==> src/rtl/cpu_controller.sv <==
// rtl/cpu_controller.sv - 8-phase instruction sequencer for the 8-bit RISC CPU
// Fetch in phases 0-3, execute in 4-7; HLT freezes the sequencer at phase 4 until reset.
module cpu_controller #(
  parameter int OPW = 3
) (
  input  logic           clk,
  input  logic           rst_n,
  input  logic [OPW-1:0] opcode,
  input  logic           zero,
  output logic           sel,
  output logic           mem_rd,
  output logic           mem_wr,
  output logic           ld_ir,
  output logic           inc_pc,
  output logic           ld_pc,
  output logic           data_e,
  output logic           ld_ac,
  output logic           halt,
  output logic [2:0]     phase
);

  localparam logic [OPW-1:0] OP_HLT = OPW'(0);
  localparam logic [OPW-1:0] OP_SKZ = OPW'(1);
  localparam logic [OPW-1:0] OP_ADD = OPW'(2);
  localparam logic [OPW-1:0] OP_AND = OPW'(3);
  localparam logic [OPW-1:0] OP_XOR = OPW'(4);
  localparam logic [OPW-1:0] OP_LDA = OPW'(5);
  localparam logic [OPW-1:0] OP_STO = OPW'(6);
  localparam logic [OPW-1:0] OP_JMP = OPW'(7);

  localparam logic [2:0] INST_ADDR  = 3'd0;
  localparam logic [2:0] INST_FETCH = 3'd1;
  localparam logic [2:0] INST_LOAD  = 3'd2;
  localparam logic [2:0] IDLE       = 3'd3;
  localparam logic [2:0] OP_ADDR    = 3'd4;
  localparam logic [2:0] OP_FETCH   = 3'd5;
  localparam logic [2:0] ALU_OP     = 3'd6;
  localparam logic [2:0] STORE      = 3'd7;

  logic halted;
  logic is_hlt;
  logic is_sto;
  logic is_jmp;
  logic alu_op;

  assign is_hlt = (opcode == OP_HLT);
  assign is_sto = (opcode == OP_STO);
  assign is_jmp = (opcode == OP_JMP);
  assign alu_op = (opcode == OP_ADD) || (opcode == OP_AND) ||
                  (opcode == OP_XOR) || (opcode == OP_LDA);

  // Leaving OP_ADDR on HLT latches halted and keeps phase parked at 4.
  always_ff @(posedge clk or negedge rst_n) begin
    if (!rst_n) begin
      phase  <= INST_ADDR;
      halted <= 1'b0;
    end else if (!halted) begin
      if (phase == OP_ADDR && is_hlt) begin
        halted <= 1'b1;
      end else begin
        phase <= phase + 3'd1;
      end
    end
  end

  always_comb begin
    sel    = 1'b0;
    mem_rd = 1'b0;
    mem_wr = 1'b0;
    ld_ir  = 1'b0;
    inc_pc = 1'b0;
    ld_pc  = 1'b0;
    data_e = 1'b0;
    ld_ac  = 1'b0;
    halt   = halted;
    if (!halted) begin
      case (phase)
        INST_ADDR: begin
          sel = 1'b1;
        end
        INST_FETCH: begin
          sel    = 1'b1;
          mem_rd = 1'b1;
        end
        INST_LOAD, IDLE: begin
          sel    = 1'b1;
          mem_rd = 1'b1;
          ld_ir  = 1'b1;
        end
        OP_ADDR: begin
          inc_pc = !is_hlt;
          halt   = is_hlt;
        end
        OP_FETCH: begin
          mem_rd = alu_op;
        end
        ALU_OP: begin
          // SKZ skip is the second PC increment of the instruction.
          mem_rd = alu_op;
          inc_pc = (opcode == OP_SKZ) && zero;
          ld_pc  = is_jmp;
          data_e = is_sto;
        end
        STORE: begin
          mem_rd = alu_op;
          ld_ac  = alu_op;
          ld_pc  = is_jmp;
          mem_wr = is_sto;
          data_e = is_sto;
        end
        default: begin
          sel = 1'b0;
        end
      endcase
    end
  end

endmodule
==> config.mk <==
export PLATFORM = sky130hd
export DESIGN_NAME = cpu_controller
export DESIGN_NICKNAME = d
export VERILOG_FILES = /design/src/rtl/cpu_controller.sv
export SDC_FILE = /design/constraint.sdc
export NUM_CORES = 1
export LEC_CHECK = 0
export BUFFER_PORTS_ARGS = -buffer_cell sky130_fd_sc_hd__buf_2
export CELL_PAD_IN_SITES_DETAIL_PLACEMENT = 0
export CELL_PAD_IN_SITES_GLOBAL_PLACEMENT = 1
export CORE_AREA = 2 2 39 41
export CTS_CLUSTER_DIAMETER = 150
export DETAILED_ROUTE_END_ITERATION = 10
export DIE_AREA = 0 0 41 43
export PLACE_DENSITY_LB_ADDON = 0.1
export SLEW_MARGIN = 10
export SYNTH_ARGS = -nofsm -noshare
export SYNTH_HDL_FRONTEND = slang
export SYNTH_SLANG_ARGS = --single-unit
==> constraint.sdc <==
create_clock -name clk -period 2.43 [get_ports clk]
set_clock_uncertainty 0.1 [all_clocks]
set_input_delay 0.486 -clock clk [delete_from_list [all_inputs] [get_ports clk]]
set_output_delay 0.486 -clock clk [all_outputs]
set_load 0.02 [all_outputs]
==> results_dict.tcl <==
set metrics [dict create \
    syn_inst 43 \
    io_buffers 17 \
    period_minus_slack_ps 2296 \
    final_cells 79 \
    num_io_pins 18 \
    path_clk_slew_ps 40 \
    drive_gt1_frac 0.3968 \
    peakVddDrop_mv 0.5519 \
    die_y_um 43 \
    synth-seq-area-share 0.2623 \
    tns_ps 0 \
    final_common_cell "buf_2" \
    ys_seq_elements 4 \
    avgViaCountPerCell 4.785 \
    critPathRequiredTime_ps 1840 \
    coreArea_um2 1384 \
    routed_wl_um 852 \
    setup_ws_ps 134.2 \
    relSlewSlack 0.7776 \
    hold_path.class "input port to asynchronous set/reset pin" \
    worst_pin_slew_ps 333.6 \
    cp.arrival_ps 1710 \
    slew_violations 0 \
    post-route-util 0.3816 \
    power_density_nw_per_um2 1363 \
    crit_path_start_kind "flip-flop" \
    clkSinkCount 4 \
    grt-ovfl-total 0 \
    syn-num-nets 56 \
    p_seq_frac 0.231 \
    row_count 14 \
    numCtsBuffers 3 \
    cts_setup_buffers 0 \
    max_freq_ghz 0.4356 \
    grt_usage 0.1098 \
    yosys_warnings 0 \
    dr.pass1.iters 4 \
    final_antenna_net_count 0 \
    cp-end-kind "output port" \
    die_w_um 41 \
    die_area_um2 1763 \
    grt_pass1_wl_mm 1.345 \
    cap_violations 0 \
    place_hpwl_um 730.7 \
    vias 378 \
    status "completed" \
    rsz0062_at_grt "no" \
    insertedDiodeCount 0 \
    place_inst 75 \
    final_net_count 78 \
    cp_max_fo 4 \
    p_sw_w 0.0003626 \
    grt_max_degree 12 \
    netlist_area_um2 381.6 \
    cts.htree.levels 1 \
    combPwrFrac 0.657 \
    antenna_found_initial 0 \
    report.final.hold_viol_count 0 \
    placed_area_um2 483.0 \
    layout.cell_area.non_filler_um2 528.0 \
    place_ws_ps 351.5 \
    crit_type "flip-flop to output port" \
    mostFrequentLayoutCells "buf_2, ha_1, inv_1, a21oi_1, dfrtp_1" \
    reg2reg_depth 5 \
    start_util 0.2758 \
    p_clk_frac 0.112 \
    p_int_w 0.0003570 \
    swShare 0.5039 \
    wl_per_cell_um 10.78 \
    cts_buffer_depth 2 \
    drc_errors 0 \
    cts_tree "yes" \
    area_growth_pct 38.36 \
    grt_pass1_vias 324 \
    gp_congestion 0.6411 \
    finalCritPeriodShare 0.9448 \
    clock_latency_ps 230 \
    syn_avg_cell_area_um2 8.875 \
    setup-violations-final 0 \
    synth_cell_type_count 20 \
    cts-root-buf "clkbuf_4" \
    p_leak_nw 0.2682 \
    initialDrtViolationCount 10 \
    num-fill-cells 159 \
]
## state kept, by name, summed over array words and instances (netlist names)
name,cells
halted,1
phase,3
## power by group through the flow
stage                     Combinational, W  Clock (W)  Sequential, W
after floorplan                   0.000318          0       0.000172
after global placement            0.000478          0       0.000166
after detailed placement          0.000464          0       0.000166
after CTS                         0.000467  0.0000847       0.000166
after global routing              0.000533  0.0000941       0.000175
final                             0.000473  0.0000806       0.000166
## stage by stage
step / power (W) / hold WS [ps]
6_report: 0.0007196 / 485.6
3_5_place_dp: 0.0006297 / 198.3
4_1_cts: 0.0007174 / 478.3
3_3_place_gp: 0.0006445 / 195.7
5_1_grt: 0.0008019 / 493.9
2_1_floorplan: 0.0004905 / 90.41
## layout make-up
class	instances	area, um^2	share of cell area
tap	16	20.02	0.03791
clock buffer	3	22.52	0.04265
sequential	4	100.1	0.1896
multi-input combinational	34	275.3	0.5213
timing repair buffer	18	95.09	0.1801
inverter	4	15.01	0.02844
## worst paths after layout
kind                       slack [ps]        to  startpoint
min                               490  phase[1]       rst_n
max                               130    mem_rd    phase[0]
max reg2reg                       750  phase[1]    phase[0]
max in group asynchronous        1620  phase[2]       rst_n
min in group clk                  500  phase[1]    phase[1]
min reg2reg                       500  phase[1]    phase[1]
## kinds of logic (layout without fill, tap and decap cells)
kind of cell,after synthesis,count (layout),synth area share
and+or+nand+nor,14,14,0.2197
buffers and inverters,5,25,0.04916
xor gates and xnor gates,2,2,0.04591
adders and majority gates,7,7,0.2295
muxes,1,1,0.03933
DFF,4,4,0.2623
AOI/OAI and AO/OA,10,10,0.1541
## Yosys cell counts (all sizes together)
| library cell | instances | share of area |
|---|---|---|
| a31oi | 1 | 0.016 |
| o32ai | 1 | 0.023 |
| a21oi | 6 | 0.089 |
| o21ai | 2 | 0.026 |
| nor4b | 2 | 0.062 |
| nand2 | 2 | 0.020 |
| or3 | 1 | 0.016 |
| clkbuf | 1 | 0.0098 |
| nand2b | 1 | 0.016 |
| or2 | 1 | 0.016 |
| nor2 | 3 | 0.030 |
| nor4 | 2 | 0.033 |
| inv | 4 | 0.039 |
| mux2 | 1 | 0.039 |
| dfrtp | 4 | 0.26 |
| xnor2 | 2 | 0.046 |
| ha | 7 | 0.23 |
| nor3 | 2 | 0.026 |
## worst max-delay path, cell delays in order, from the launching register on
cell and delay [ps]:
dfrtp_1 390, inv_1 110, ha_1 250, or2_2 320
a21oi_1 150, o32ai_1 90, buf_2 170
## timing repair
item                                    4_1_cts  5_1_grt
resized for setup                             0        2
endpoints found under the hold margin         4        0
endpoints found under the setup margin        0        2
hold buffers                                  1        0
## routing by layer
metal	vias up	global-route usage	part of all wire
met4	0	0.06000	0
met2	11	0.1844	0.54
li1	191	-	-
met1	176	0.1331	0.40
met3	0	0	0.058
met5	-	0	0
No activity file was read; power rests on OpenSTA's default activity.
